<file path="src/rtl/fast_shutter_pkg.sv">
// Shared codes for the fast shutter feedback conditioner: FSM states,
// fault reasons and the {in1,in2} sensor code map.
package fast_shutter_pkg;

  typedef enum logic [2:0] {
    ST_INIT    = 3'd0,
    ST_CLOSED  = 3'd1,
    ST_OPENING = 3'd2,
    ST_OPEN    = 3'd3,
    ST_CLOSING = 3'd4,
    ST_FAULT   = 3'd5
  } pos_state_e;

  typedef enum logic [1:0] {
    FLT_NONE    = 2'd0,
    FLT_INVALID = 2'd1,
    FLT_TIMEOUT = 2'd2
  } fault_code_e;

  // Sensor code is {in1, in2}; in1 is the closed flag, in2 the open flag.
  localparam logic [1:0] SNS_CLOSED  = 2'b10;
  localparam logic [1:0] SNS_OPEN    = 2'b01;
  localparam logic [1:0] SNS_MOVING  = 2'b00;
  localparam logic [1:0] SNS_INVALID = 2'b11;

endpackage

</file>
<file path="src/rtl/fast_shutter_fb_debounce.sv">
// One raw feedback pin: multi-flop synchroniser followed by a run-length
// debouncer. A level is accepted after DEBOUNCE_CYCLES consecutive samples
// that differ from the current output; a shorter excursion is reported as
// a one-cycle glitch pulse.
module fast_shutter_fb_debounce #(
  parameter int       SYNC_STAGES     = 3,
  parameter int       DEBOUNCE_CYCLES = 1000,
  parameter logic     RST_VAL         = 1'b0
) (
  input  logic clk_i,
  input  logic rst_n_i,
  input  logic raw_i,
  output logic level_o,
  output logic glitch_o
);

  localparam int CW = (DEBOUNCE_CYCLES > 2) ? $clog2(DEBOUNCE_CYCLES) : 1;

  logic [SYNC_STAGES-1:0] sync_q;
  logic                   synced;
  logic                   level_q;
  logic [CW-1:0]          run_q;

  assign synced = sync_q[SYNC_STAGES-1];

  // Synchroniser chain, preset to the pin's resting level so reset looks closed.
  always_ff @(posedge clk_i or negedge rst_n_i) begin
    if (!rst_n_i) sync_q <= {SYNC_STAGES{RST_VAL}};
    else          sync_q <= {sync_q[SYNC_STAGES-2:0], raw_i};
  end

  // Run counter: count differing samples, flip once the run is long enough.
  always_ff @(posedge clk_i or negedge rst_n_i) begin
    if (!rst_n_i) begin
      level_q <= RST_VAL;
      run_q   <= '0;
    end else if (synced != level_q) begin
      if (run_q == CW'(DEBOUNCE_CYCLES - 1)) begin
        level_q <= synced;
        run_q   <= '0;
      end else begin
        run_q <= run_q + 1'b1;
      end
    end else begin
      run_q <= '0;
    end
  end

  // A run that ends before acceptance is a rejected glitch.
  assign glitch_o = (synced == level_q) && (run_q != '0);
  assign level_o  = level_q;

endmodule

</file>
<file path="src/rtl/fast_shutter_fb_cond.sv">
// Fast shutter position-feedback conditioner: debounces both sensor pins,
// tracks shutter position, times each travel and latches faults on an
// invalid sensor code or a travel that takes too long.
module fast_shutter_fb_cond
  import fast_shutter_pkg::*;
#(
  parameter int SYNC_STAGES     = 3,
  parameter int DEBOUNCE_CYCLES = 1000,
  parameter int TRAVEL_TIMEOUT  = 1000000,
  parameter int CNT_W           = 32,
  parameter int GLITCH_W        = 16
) (
  input  logic                clk_i,
  input  logic                rst_n_i,
  input  logic                fast_back_raw1_i,
  input  logic                fast_back_raw2_i,
  input  logic                fault_clr_i,
  output logic                fast_back_in1_o,
  output logic                fast_back_in2_o,
  output logic [2:0]          pos_state_o,
  output logic                fault_o,
  output logic [1:0]          fault_code_o,
  output logic [CNT_W-1:0]    travel_time_o,
  output logic                travel_done_o,
  output logic [GLITCH_W-1:0] glitch_cnt_o
);

  localparam int GW1 = GLITCH_W + 1;

  logic in1, in2, glitch1, glitch2;
  logic [1:0] sns;

  fast_shutter_fb_debounce #(
    .SYNC_STAGES(SYNC_STAGES), .DEBOUNCE_CYCLES(DEBOUNCE_CYCLES), .RST_VAL(1'b1)
  ) u_deb1 (
    .clk_i(clk_i), .rst_n_i(rst_n_i), .raw_i(fast_back_raw1_i),
    .level_o(in1), .glitch_o(glitch1)
  );

  fast_shutter_fb_debounce #(
    .SYNC_STAGES(SYNC_STAGES), .DEBOUNCE_CYCLES(DEBOUNCE_CYCLES), .RST_VAL(1'b0)
  ) u_deb2 (
    .clk_i(clk_i), .rst_n_i(rst_n_i), .raw_i(fast_back_raw2_i),
    .level_o(in2), .glitch_o(glitch2)
  );

  assign sns = {in1, in2};

  pos_state_e        state_q, state_d;
  logic [CNT_W-1:0]  trv_cnt_q;
  logic [CNT_W-1:0]  travel_time_q;
  logic              done_q;
  logic [1:0]        fault_code_q;
  logic [GLITCH_W-1:0] glitch_q;
  logic [GW1-1:0]    glitch_sum;

  // Decisions made alongside the next state.
  logic ld_one;        // direct end-to-end jump: travel time of one cycle
  logic ld_cnt;        // travel completed: capture the running counter
  logic flt_set;
  logic [1:0] flt_code;

  // State register.
  always_ff @(posedge clk_i or negedge rst_n_i) begin
    if (!rst_n_i) state_q <= ST_INIT;
    else          state_q <= state_d;
  end

  // Next-state logic; an invalid code outranks every other event.
  always_comb begin
    state_d  = state_q;
    ld_one   = 1'b0;
    ld_cnt   = 1'b0;
    flt_set  = 1'b0;
    flt_code = FLT_NONE;
    if (state_q != ST_FAULT && sns == SNS_INVALID) begin
      state_d  = ST_FAULT;
      flt_set  = 1'b1;
      flt_code = FLT_INVALID;
    end else begin
      case (state_q)
        ST_INIT: begin
          if (sns == SNS_CLOSED)    state_d = ST_CLOSED;
          else if (sns == SNS_OPEN) state_d = ST_OPEN;
        end
        ST_CLOSED: begin
          if (sns == SNS_MOVING) state_d = ST_OPENING;
          else if (sns == SNS_OPEN) begin
            state_d = ST_OPEN;
            ld_one  = 1'b1;
          end
        end
        ST_OPEN: begin
          if (sns == SNS_MOVING) state_d = ST_CLOSING;
          else if (sns == SNS_CLOSED) begin
            state_d = ST_CLOSED;
            ld_one  = 1'b1;
          end
        end
        ST_OPENING: begin
          if (sns == SNS_OPEN) begin
            state_d = ST_OPEN;
            ld_cnt  = 1'b1;
          end else if (sns == SNS_CLOSED) begin
            state_d = ST_CLOSED;
          end else if (trv_cnt_q == CNT_W'(TRAVEL_TIMEOUT)) begin
            state_d  = ST_FAULT;
            flt_set  = 1'b1;
            flt_code = FLT_TIMEOUT;
          end
        end
        ST_CLOSING: begin
          if (sns == SNS_CLOSED) begin
            state_d = ST_CLOSED;
            ld_cnt  = 1'b1;
          end else if (sns == SNS_OPEN) begin
            state_d = ST_OPEN;
          end else if (trv_cnt_q == CNT_W'(TRAVEL_TIMEOUT)) begin
            state_d  = ST_FAULT;
            flt_set  = 1'b1;
            flt_code = FLT_TIMEOUT;
          end
        end
        ST_FAULT: begin
          if (fault_clr_i) state_d = ST_INIT;
        end
        default: state_d = ST_INIT;
      endcase
    end
  end

  // Travel counter: load 1 on entering a travel state, then count up and saturate.
  always_ff @(posedge clk_i or negedge rst_n_i) begin
    if (!rst_n_i) begin
      trv_cnt_q <= '0;
    end else if ((state_d == ST_OPENING || state_d == ST_CLOSING) && state_d != state_q) begin
      trv_cnt_q <= CNT_W'(1);
    end else if ((state_q == ST_OPENING || state_q == ST_CLOSING) && trv_cnt_q != '1) begin
      trv_cnt_q <= trv_cnt_q + 1'b1;
    end
  end

  // Travel result and its one-cycle done pulse.
  always_ff @(posedge clk_i or negedge rst_n_i) begin
    if (!rst_n_i) begin
      travel_time_q <= '0;
      done_q        <= 1'b0;
    end else begin
      done_q <= ld_one | ld_cnt;
      if (ld_one)      travel_time_q <= CNT_W'(1);
      else if (ld_cnt) travel_time_q <= trv_cnt_q;
    end
  end

  // Fault reason: captured on entry to FAULT, cleared when leaving it.
  always_ff @(posedge clk_i or negedge rst_n_i) begin
    if (!rst_n_i)                                       fault_code_q <= FLT_NONE;
    else if (flt_set)                                   fault_code_q <= flt_code;
    else if (state_q == ST_FAULT && state_d == ST_INIT) fault_code_q <= FLT_NONE;
  end

  // Combined glitch counter; both pins can reject in the same cycle.
  assign glitch_sum = {1'b0, glitch_q} + GW1'(glitch1) + GW1'(glitch2);

  always_ff @(posedge clk_i or negedge rst_n_i) begin
    if (!rst_n_i)                glitch_q <= '0;
    else if (glitch_sum[GLITCH_W]) glitch_q <= '1;
    else                         glitch_q <= glitch_sum[GLITCH_W-1:0];
  end

  // Output decode.
  always_comb begin
    pos_state_o     = state_q;
    fault_o         = (state_q == ST_FAULT);
    fault_code_o    = fault_code_q;
    travel_time_o   = travel_time_q;
    travel_done_o   = done_q;
    glitch_cnt_o    = glitch_q;
    fast_back_in1_o = in1;
    fast_back_in2_o = in2;
  end

endmodule

</file>
<file path="config.mk">
export PLATFORM = sky130hd
export DESIGN_NAME = fast_shutter_fb_cond
export DESIGN_NICKNAME = d
export VERILOG_FILES = /design/src/rtl/fast_shutter_pkg.sv /design/src/rtl/fast_shutter_fb_debounce.sv /design/src/rtl/fast_shutter_fb_cond.sv
export SDC_FILE = /design/constraint.sdc
export NUM_CORES = 1
export LEC_CHECK = 0
export CAP_MARGIN = 40
export CORE_MARGIN = 2
export CORE_UTILIZATION = 35
export CTS_CLUSTER_DIAMETER = 150
export DETAILED_ROUTE_END_ITERATION = 8
export PLACE_DENSITY_LB_ADDON = 0.3
export SYNTH_ARGS = -nofsm -noshare
export SYNTH_HDL_FRONTEND = slang
export SYNTH_SLANG_ARGS = --single-unit
</file>
<file path="constraint.sdc">
create_clock -name clk_i -period 2.7 [get_ports clk_i]
set_input_delay 0.27 -clock clk_i [delete_from_list [all_inputs] [get_ports clk_i]]
set_output_delay 0.27 -clock clk_i [all_outputs]
set_load 0.005 [all_outputs]
</file>
==> implementation parameters <==
Parameter                              Value

Synth
  Post-synthesis xor/xnor area fraction    0.0854
  Netlist area before placement    0.00564 mm^2
  Share of the synthesized area in compound gates (AO/OA/AOI/OAI)    0.0399
  Flop and latch count out of synthesis    114
  Number of warnings reported in the yosys synthesis log    0
  Number of flops mapped to enable cells by yosys    0
  Post-synthesis cell type count    54
  Adder-Cell Fraction of Synth Area    0.0191
  Post-synthesis simple-gate area fraction    0.296
  Syn_nets    613
  Multiplexer share of the synthesized area    0.0151
  Synthesized instance count    600
  Dominant combinational cell family by area after synthesis    simple AND/OR/NAND/NOR gates
  Sequential cell area fraction in the yosys report    0.507
  Primary FF master, synth    dfrtp_1
  Synth async-reset ratio    1.00
  Mean instance size in the synthesized netlist    9.40 um^2

Layout
  Utilization after layout    0.463
  Diodes inserted    0
  Non-filler cells, final    916
  Area taken by flip-flops and latches    0.00286 mm^2
  Fraction of final layout cells with drive strength greater than 1    0.136
  Layout Area Growth over Synthesis    30.0%
  Area of combinational cells with multiple inputs    0.00263 mm^2
  Number of fillers in the final layout    1,501
  Nets@finish    702
  Final design area excluding fillers    0.00733 mm^2

Detailed routing
  Drt total wl    13,800 um
  Starting DRC count in detailed routing    214
  Remaining design rule violation count    0
  Post-DRT Antenna Nets    0
  DR vias    4,629
  Detailed-router iteration count before antenna repair    5
  Routed WL per cell    15.1 um
  Per-cell via count in the routed design    5.05

Critical path
  Ordered list of cells on the worst path    nor4_1 -> nand4_1 -> or4b_4 -> a2111oi_4 -> and4bb_4 -> nand2b_1
  Buffer and inverter count on the worst path    0
  Arrival time reported for the critical path endpoint    2.89 ns
  CP endpoint kind    flop
  Critical path endpoint    trv_cnt_q[0]
  Cell count along the critical path    6
  Cell type of the slowest stage on the worst timing path    or4b_4
  Category of the worst setup path launch point    flop
  Max FO, Critical Path    16
  Worst path top cell family by delay    simple AND/OR/NAND/NOR gates
  Source of the critical timing path    trv_cnt_q[29]
  Capture instance of the worst register-to-register path    trv_cnt_q[0]
  Launch instance of the worst register-to-register path    trv_cnt_q[29]
  Cell count of the worst reg-to-reg path    6
  Kind of critical path    reg -> reg
  Required @ worst endpoint    3.00 ns
  Maximum cell stage delay along the critical path    0.56 ns
  Worst setup slack for register-to-register paths    0.11 ns

Placement
  Area of placed instances    0.00668 mm^2
  Placed cells    884
  Routability-driven placement congestion ratio    0.873
  Count of port buffers added during placement    61
  Setup Slack @ Placement    -0.00431 ns
  Detail Placement HPWL    9580 um

Clock tree
  Clock root buffer    clkbuf_16
  H-tree depth reported by CTS    4
  Worst-path clk slew    0.05 ns
  Clock sink total    114
  Clock insertion delay at the later pin of the skew report    0.42 ns
  CTS tree    yes
  Number of clock buffers inserted by TritonCTS    17
  Maximum buffer depth of the clock tree    2

Timing
  Clock period minus final worst setup slack    2.59 ns
  Setup TNS Final    0 ns
  RSZ-0062 raised after global routing    no
  Final setup viols    0
  Hold Vio Cnt, Final    0
  Final setup slack of the worst path    0.108 ns
  Worst hold slack    0.266 ns
  Highest clock frequency the design can meet    386 MHz
  Crit share post-route    0.960
  Max-Slew Margin vs Limit    0.562
  Pins over their slew limit    0
  Transition time at the pin with the least slew margin    0.651 ns
  Setup clock skew after layout    0.00991 ns

GRT
  Pin count of the biggest net entering global routing    56
  Vias in the first global route    4,638
  Aggregate global-route resource usage    0.173
  First-pass GRT wire length    22,900 um
  Initial antenna violation count    0
  Leftover overflow at the end of global routing    0

Status
  Result of the run    finished, final reports clean

Floorplanning
  Initial Utilization    0.356
  Boundary pin count    62
  Standard cell core area    0.0158 mm^2
  Number of cell rows    46
  Die X    131 um
  Overall die area    0.0171 mm^2
  Die Height    131 um

Power
  Tot Pwr    5.50 mW
  Cell Pwr Density    750 mW/mm^2
  Leakage Power    3.24 nW
  Worst supply voltage drop on vdd    0.426 mV

Run
  Maximum Capacitance Violations    0

Min path
  Worst hold path type    in -> reg
registers in the layout, indices dropped and copies added (netlist names):
name / cells
travel_time_o: 32
trv_cnt_q: 32
glitch_cnt_o: 16
u_deb1.run_q: 10
u_deb2.run_q: 10
pos_state_o: 3
u_deb1.sync_q: 3
u_deb2.sync_q: 3
fault_code_o: 2
travel_done_o: 1
u_deb1.level_o: 1
u_deb2.level_o: 1
synth_stat cells, drive strengths merged, types with 2 or more instances:
cell type / instances / area share
o41ai: 3 / 0.0060
or2: 2 / 0.0022
a31oi: 5 / 0.0055
a22o: 2 / 0.0031
nor4: 16 / 0.020
dfrtp: 110 / 0.49
and4bb: 2 / 0.0051
buf: 9 / 0.011
and2: 4 / 0.0044
xnor2: 42 / 0.065
nand4: 17 / 0.019
o21ai: 5 / 0.0044
nand3: 56 / 0.050
inv: 17 / 0.011
mux2: 4 / 0.0080
clkbuf: 22 / 0.015
or4: 2 / 0.0027
nor3: 24 / 0.024
mux2i: 4 / 0.0071
ha: 7 / 0.016
nand2: 100 / 0.067
dfstp: 4 / 0.019
a21oi: 5 / 0.0044
nor3b: 3 / 0.0040
xor2: 13 / 0.020
nor2b: 5 / 0.0055
nand2b: 8 / 0.0089
nor4b: 6 / 0.010
nor2: 74 / 0.049
and3: 7 / 0.0078
and4: 6 / 0.0093
worst register-to-register path, delay by kind of cell (launching register included):
kind,cells,cell delay [ns]
flip-flops,1,0.42
AO/OA/AOI/OAI,1,0.41
AND/OR/NAND/NOR,5,1.64
final cells by class:
cell class / count / share of cell area
flip-flops and latches: 114 / 0.390
multi-input cells: 438 / 0.358
repair buffers: 100 / 0.127
clock buffers: 25 / 0.0689
well taps: 216 / 0.0369
clock inverters: 5 / 0.0102
inverters: 18 / 0.00922
logic make-up (layout without fill, tap and decap cells):
kind of cell,count (synthesis),in the layout
buffers and inverters,49,148
adders and majority gates,8,8
xor gates and xnor gates,55,55
AOI/OAI and AO/OA,30,30
muxes,8,8
and+or+nand+nor,336,337
DFF,114,114
cells in the final DEF (no fill, tap or decap), drive strengths merged, types with 4 or more instances in the layout:
master and count:
mux2i 4, and2 4, o21ai 5, dfstp 4, nand2b 8, a21oi 5, buf 39, ha 7
xnor2 42, nand4 17, clkdlybuf4s50 60, dfrtp 110, nor2 74, nand3 56, mux2 4, nor4 16
nand2 100, and3 7, clkinv 4, nor3 24, xor2 13, nor4b 6, a31oi 5, clkbuf 25
inv 17, nor2b 5, and4 6
how the worst min path moves through the flow:
stage	from	endpoint	depth (start not counted)
after floorplan	rst_n_i	fault_code_o[0]	0
after global placement	rst_n_i	u_deb1.run_q[5]	1
after detailed placement	rst_n_i	u_deb1.run_q[5]	1
after CTS	fast_back_raw1_i	u_deb1.sync_q[0]	1
after global routing	fast_back_raw1_i	u_deb1.sync_q[0]	1
final	fast_back_raw1_i	u_deb1.sync_q[0]	1
power by group:
group	leakage, nW	internal [mW]	switching (mW)
clock	0.289	1.46	0.745
sequential	1.53	1.95	0.285
combinational	1.42	0.535	0.524
routing by layer:
| layer | track usage | wire length (um) |
|---|---|---|
| met4 | 0.0657 | 280 |
| met5 | 0 | 0 |
| met2 | 0.278 | 6720 |
| met3 | 0.0485 | 584 |
| met1 | 0.222 | 6260 |
timing repair:
item / CTS / global route
gates cloned: 0 / 1
hold endpoints to repair: 21 / 0
buffers inserted: 0 / 0
endpoints found under the setup margin: 2 / 37
resized for setup: 1 / 7
pin swaps: 0 / 1
hold buffers: 1 / 0
Note: power is estimated with default switching activity, not from simulation.
